**src/rtl/branch_hazard_unit.sv**
```systemverilog
// branch_hazard_unit: execute-stage control for control-flow instructions.
// Holds the ID/EX control register, resolves branches/jumps in EX with
// static predict-not-taken, detects load-use hazards and produces the
// PC-redirect, stall, IF/ID flush and EX bubble controls.
//
// There is no handshake here: ID presents an instruction every cycle
// (qualified by id_valid), and the EX register samples it on every rising
// edge. Only ex_valid is gated by a bubble; the other EX fields always load
// from ID and are meaningless whenever ex_valid is low.
module branch_hazard_unit (
  input  logic        clk,
  input  logic        rst,
  input  logic        id_valid,
  input  logic [31:0] id_pc,
  input  logic [31:0] id_imm,
  input  logic [2:0]  id_funct3,
  input  logic        id_is_branch,
  input  logic        id_is_jal,
  input  logic        id_is_jalr,
  input  logic        id_is_load,
  input  logic [4:0]  id_rd,
  input  logic [4:0]  id_rs1,
  input  logic [4:0]  id_rs2,
  input  logic [31:0] fwd_rs1_val,
  input  logic [31:0] fwd_rs2_val,
  output logic [1:0]  PCSrc,
  output logic [31:0] branch_target,
  output logic [31:0] jalr_target,
  output logic        Stall,
  output logic        flush_if_id,
  output logic        ex_valid,
  output logic [31:0] ex_link,
  output logic [31:0] redirect_count
);

  // Branch condition codes (funct3).
  localparam logic [2:0] F3_BEQ  = 3'b000;
  localparam logic [2:0] F3_BNE  = 3'b001;
  localparam logic [2:0] F3_BLT  = 3'b100;
  localparam logic [2:0] F3_BGE  = 3'b101;
  localparam logic [2:0] F3_BLTU = 3'b110;
  localparam logic [2:0] F3_BGEU = 3'b111;

  localparam logic [1:0] PCSRC_SEQ  = 2'b00;
  localparam logic [1:0] PCSRC_BR   = 2'b01;
  localparam logic [1:0] PCSRC_JALR = 2'b10;

  // EX-stage register contents.
  logic [31:0] ex_pc;
  logic [31:0] ex_imm;
  logic [2:0]  ex_funct3;
  logic        ex_is_branch;
  logic        ex_is_jal;
  logic        ex_is_jalr;
  logic        ex_is_load;
  logic [4:0]  ex_rd;

  // Resolution and hazard terms.
  logic cond;
  logic take;
  logic load_use;
  logic bubble;
  logic rd_hits_id;

  // Branch condition evaluated on the forwarded operands.
  always_comb begin
    cond = 1'b0;
    unique case (ex_funct3)
      F3_BEQ:  cond = (fwd_rs1_val == fwd_rs2_val);
      F3_BNE:  cond = (fwd_rs1_val != fwd_rs2_val);
      F3_BLT:  cond = ($signed(fwd_rs1_val) <  $signed(fwd_rs2_val));
      F3_BGE:  cond = ($signed(fwd_rs1_val) >= $signed(fwd_rs2_val));
      F3_BLTU: cond = (fwd_rs1_val <  fwd_rs2_val);
      F3_BGEU: cond = (fwd_rs1_val >= fwd_rs2_val);
      default: cond = 1'b0;  // 010/011 are never taken
    endcase
  end

  // Redirect decision and load-use detection (conservative on rs2).
  always_comb begin
    take       = ex_valid & ((ex_is_branch & cond) | ex_is_jal | ex_is_jalr);
    rd_hits_id = (ex_rd == id_rs1) | (ex_rd == id_rs2);
    load_use   = ex_valid & ex_is_load & (ex_rd != 5'd0) & id_valid & rd_hits_id;
    // A redirect squashes ID anyway, so either cause yields the same bubble.
    bubble     = take | load_use;
  end

  // PC-redirect, stall and flush controls; Stall is masked by a redirect so
  // the PC register never ignores a target.
  always_comb begin
    PCSrc = PCSRC_SEQ;
    if (take) begin
      PCSrc = ex_is_jalr ? PCSRC_JALR : PCSRC_BR;
    end
    Stall         = load_use & ~take;
    flush_if_id   = take;
    branch_target = ex_pc + ex_imm;
    jalr_target   = fwd_rs1_val + ex_imm;
    ex_link       = ex_pc + 32'd4;
  end

  // ID/EX register: fields follow ID every edge, ex_valid drops on a bubble.
  always_ff @(posedge clk or posedge rst) begin
    if (rst) begin
      ex_valid     <= 1'b0;
      ex_pc        <= 32'd0;
      ex_imm       <= 32'd0;
      ex_funct3    <= 3'd0;
      ex_is_branch <= 1'b0;
      ex_is_jal    <= 1'b0;
      ex_is_jalr   <= 1'b0;
      ex_is_load   <= 1'b0;
      ex_rd        <= 5'd0;
    end else begin
      ex_valid     <= id_valid & ~bubble;
      ex_pc        <= id_pc;
      ex_imm       <= id_imm;
      ex_funct3    <= id_funct3;
      ex_is_branch <= id_is_branch;
      ex_is_jal    <= id_is_jal;
      ex_is_jalr   <= id_is_jalr;
      ex_is_load   <= id_is_load;
      ex_rd        <= id_rd;
    end
  end

  // Count of taken redirects; wraps naturally at 2^32.
  always_ff @(posedge clk or posedge rst) begin
    if (rst) begin
      redirect_count <= 32'd0;
    end else if (take) begin
      redirect_count <= redirect_count + 32'd1;
    end
  end

endmodule

```
**config.mk**
```make
export PLATFORM = sky130hd
export DESIGN_NAME = branch_hazard_unit
export DESIGN_NICKNAME = d
export VERILOG_FILES = /design/src/rtl/branch_hazard_unit.sv
export SDC_FILE = /design/constraint.sdc
export NUM_CORES = 1
export LEC_CHECK = 0
export ABC_AREA = 1
export ABC_CLOCK_PERIOD_IN_PS = 4620
export BUFFER_PORTS_ARGS = -buffer_cell sky130_fd_sc_hd__buf_2
export CORE_AREA = 2 2 135 137
export CTS_CLUSTER_DIAMETER = 120
export CTS_CLUSTER_SIZE = 40
export DETAILED_ROUTE_END_ITERATION = 7
export DIE_AREA = 0 0 137 139
export GPL_TIMING_DRIVEN = 0
export PLACE_DENSITY = 0.9
export REMOVE_ABC_BUFFERS = 1
export SLEW_MARGIN = 30
export SYNTH_ARGS = -nofsm -noshare
export SYNTH_HDL_FRONTEND = slang
export SYNTH_SLANG_ARGS = --single-unit
```
**constraint.sdc**
```tcl
create_clock -name clk -period 4.62 [get_ports clk]
set_clock_uncertainty 0.05 [all_clocks]
set_input_delay 0.231 -clock clk [delete_from_list [all_inputs] [get_ports clk]]
set_output_delay 0.231 -clock clk [all_outputs]
set_load 0.02 [all_outputs]
```
==> Word-level counts from Yosys, hierarchy flattened <==
Index checks and enable logic that the tools add are counted.
{ "classes": {"eq_ne": 9, "n_addsub": 4, "n_mux": 3, "magnitude_cmp": 4, "n_reduce_logical": 2, "bitwise": 14} }
{ "ops": {"columns": ["cell", "count"], "rows": [
  ["32-bit adder", 2],
  ["32-bit greater-or-equal comparator", 2],
  ["32-bit < comparator", 2],
  ["32-bit by 1-bit adder with 32-bit output (second input constant)", 1],
  ["32-bit by 3-bit adder with 32-bit output (second input constant)", 1],
  ["32-bit equality test", 1],
  ["32-bit != test", 1],
  ["3-bit equality test (second input constant)", 4],
  ["5-bit equality test", 2],
  ["1-bit bitwise AND", 8],
  ["1-bit one-hot mux with 6 select lines", 1],
  ["5-bit nonzero test", 1],
  ["2-bit 2-to-1 mux", 2],
  ["1-bit bitwise OR", 4],
  ["3-bit by 1-bit equality test with 1-bit output (second input constant)", 1],
  ["3-bit zero test", 1],
  ["1-bit NOT", 2]
]} }
{ "word_totals": {"elab_cells": 46, "out_inout_bits": 133, "regBits": 109, "inputBits": 153} }

==> Depth between registers and ports, before layout <==
{ "depth": {"ltp_word": 9, "depth_mapped": 23} }

==> Worst setup path after synthesis <==
No wires, ideal clock.
{ "synth_timing": {"path_type": "register -> output", "start": "register ex_imm[0]", "end": "output jalr_target[24]", "path_stages_with_launch": 14, "slack_ns": 2.006, "t_arrival_ns": 2.333, "cell_sequence": "dfrtp_1 -> ha_1 -> inv_1 -> fa_1 -> o21ai_1 -> nand2_1 -> nand3_1 -> nand3_1 -> nand2_1 -> a21boi_1 -> o21bai_1 -> nand2_1 -> o21ai_1 -> xor2_1"} }
{ "synth_via": {"elab_chain_len": 1} }
{ "synth_rtl": {"columns": ["item", "line_no", "text"], "rows": [
  ["start, declared", "50", "logic [31:0] ex_imm;"],
  ["start signal, assigned", "117", "ex_imm <= id_imm;"],
  ["32-bit adder", "98", "jalr_target = fwd_rs1_val + ex_imm;"],
  ["end, declared", "28", "output logic [31:0] jalr_target,"]
]} }
No other way between the ends.

==> Worst setup path in the final report <==
{ "layout_timing": {"start": "register ex_pc[5]", "end": "output branch_target[19]"} }
{ "layout_via": {"elab_chain_len": 1} }
{ "layout_rtl": {"columns": ["item", "line_no", "text"], "rows": [
  ["start, declared", "49", "logic [31:0] ex_pc;"],
  ["start signal, assigned", "116", "ex_pc <= id_pc;"],
  ["32-bit adder", "97", "branch_target = ex_pc + ex_imm;"],
  ["end, declared", "27", "output logic [31:0] branch_target,"]
]} }
No other way between the ends.

==> results.md <==
- Status: finished clean
- Worst setup path class: reg -> out
- CTS Sinks: 109
- Top cell type's share of synthesized area: 0.305
- DP Wirelength: 22500 um
- Area occupied by multi-input gates: 5520 um^2
- CTS buffer count: 9
- Starting density of the core: 0.506
- Final Setup Violations: 0
- DP Cell Count: 1693
- Critical path fanouts, max: 4
- Placed inst area: 10600 um^2
- RSZ-0062 raised after global routing: no
- Finished Layout Cells: 1788
- Worst-Skew Late Latency: 0.37 ns
- FILL cells: 1464
- Largest area contributor in the netlist: dfrtp_1
- Die X: 137 um
- Die footprint: 19000 um^2
- Max clock buf depth: 2
- Worst Setup Slack, final: 0.960 ns
- Post-synth design cell area: 8930 um^2
- Max-cap violations: 0
- Pwr Density: 268 nW/um^2
- Crit path max-delay cell type: o21ai_0
- GRT Overall Usage: 0.311
- Worst EP arrival: 3.38 ns
- Drt pass-1 iters: 6
- Rel. slew slack: 0.374
- CTS resizes: 0
- Final hold violations: 0
- Worst Setup Start Kind: register
- HP Class: in -> reg
- Max stage delay on crit path: 0.54 ns
- Initial DRC count: 505
- WL per Instance: 16.9 um
- Setup slack at placement: 1.05 ns
- Crit path buf inv count: 2
- Avg Cell Area, Syn: 7.52 um^2
- Sequential area share after synthesis: 0.305
- CP Capture Type: output pin
- Nets: 1803
- CORE AREA: 17700 um^2
- Port-buffer cells: 285
- Final Wtd Congestion: 0.937
- Largest net degree at the start of global routing: 70
- # IOs: 286
- Post-CTS setup buffer count: 0
- Root buffer cell: clkbuf_16
- Max-slew violation count: 0
- Slew @ Worst Pin: 0.939 ns
- Post-synth EDFFs: 0
- Initial antenna violation count: 2
- CTS tree: done
- Via-to-Cell Ratio: 5.55
- Leak pwr: 6.16 nW
- Crit-path leading delay family: compound AO/OA/AOI/OAI gates
- First-pass GRT wire length: 46800 um
- Overflow after GRT: 0
- Register Area: 2730 um^2
- Final worst path period need: 3.66 ns
- Top FF cell, synth: dfrtp_1
- Vias in the first global route: 9878
- # DRC: 0
- Hold_buf cts: 77
- Vias: 9924
- Final period utilization: 0.792
- Worst EP required: 4.34 ns
- Fmax: 273 MHz
- Setup tns final: 0 ns
- Core Util, Final: 0.663
- Mapped Cells: 1188
- CTS clk-pin slew, worst paths: 0.08 ns
- Post-synthesis cell type count: 53
- DRT antenna net count: 0
- Synth top area cells: dfrtp_1 (31%), ha_1 (13%), nand2_1 (12%)
- Synth-to-layout area growth: 31.1%
- Synth async-reset ratio: 1.00
- Die H: 139 um
- Maximum vdd ir drop: 0.203 mV
- CP cell instances: ha_1, nand2_1, inv_1, nand3_1, o21ai_0, a31oi_1, o21ai_0, a21oi_1, xnor2_1, buf_2
- CP dominant cell by count: o21ai_0
- Yosys warnings: 0
- Most frequent cells in the layout: buf_2 (285), nand2_1 (274), inv_1 (162)
- H-tree Lvls: 3
- Cell Rows: 49
- Design area: 11700 um^2
- FF+latch count, synth: 109
- Share of cells above drive strength 1: 0.212
- Post-Route WL: 30200 um
- Commonest non-fill, non-tap cell in the layout: buf_2
[logic make-up (layout without fill, tap and decap cells)]
| logic type | after synthesis | in the layout | share of synthesized area |
|---|---|---|---|
| buffers and inverters | 176 | 545 | 0.0760 |
| flip-flops | 109 | 109 | 0.305 |
| other | 0 | 2 | 0 |
| adder cells (fa/ha/maj) | 98 | 98 | 0.139 |
| AO/OA/AOI/OAI | 165 | 165 | 0.104 |
| XOR/XNOR | 111 | 111 | 0.110 |
| AND/OR/NAND/NOR | 529 | 529 | 0.266 |
[area by class of cell]
cell class                      instances  share of cell area
Multi-Input combinational cell        903               0.472
Sequential cell                       109               0.233
Timing Repair Buffer                  363               0.190
Inverter                              166              0.0537
Tap cell                              229              0.0245
Clock buffer                           10              0.0204
Clock inverter                          6             0.00599
Antenna cell                            2            0.000428
[layer usage]
metal / vias up / global-route usage / part of all wire
met4: 0 / 0.192 / 0.060
li1: 4645 / - / -
met3: 141 / 0.0757 / 0.089
met2: 566 / 0.527 / 0.48
met5: - / 0 / 0
met1: 4572 / 0.347 / 0.37
[flip-flops by register name, indices dropped and copies added, names as in the netlist]
| signal | count |
|---|---|
| ex_is_branch | 1 |
| ex_is_jal | 1 |
| redirect_count | 32 |
| ex_funct3 | 3 |
| ex_is_jalr | 1 |
| ex_rd | 5 |
| ex_is_load | 1 |
| ex_valid | 1 |
| ex_imm | 32 |
| ex_pc | 32 |
[power by group]
group	internal, mW	switching [mW]	total [mW]
sequential	1.01	0.0773	1.08
combinational	0.443	0.775	1.22
clock	0.440	0.394	0.834
total	1.89	1.25	3.14
[metrics by stage]
stage	total power, mW	hold WS (ns)
after floorplan	1.82	0.212
after global placement	2.19	0.289
after detailed placement	2.23	0.217
after CTS	3.10	0.0482
after global routing	3.29	0.0601
final	3.14	0.0590
[Yosys cell counts (all sizes together), types with 3 or more instances]
master  count
o21bai      6
inv       165
ha         96
nor3b       3
o211ai      3
a21oi      86
nand2     278
nand3      76
nor4       10
xor2       82
a21o        3
o21a        9
a21boi      3
nand4      17
nor2       98
nor3       42
a31oi       9
o21ai      38
xnor2      29
dfrtp     109
buf         8
[final timing paths]
check / startpoint / endpoint / slack (ns) / cells after the start
max in group asynchronous: rst / redirect_count[5] / 3.43 / 4
max: ex_pc[5] / branch_target[19] / 0.96 / 10
max reg2reg: ex_valid / redirect_count[28] / 1.98 / 10
min: id_valid / ex_valid / 0.06 / 3
min in group asynchronous: rst / ex_pc[4] / 0.40 / 3
min reg2reg: redirect_count[3] / redirect_count[3] / 0.45 / 2
[worst register-to-register path, cell delays in order (launching register included)]
cell     delay, ns
dfrtp_1       0.96
inv_1         0.36
nor3_1        0.22
and3_1        0.22
nand2_1       0.09
nor2_1        0.21
inv_1         0.08
nor2_1        0.13
nand2_1       0.07
nand2_1       0.09
nand2_1       0.05
Note: power is estimated with default switching activity, not from simulation.
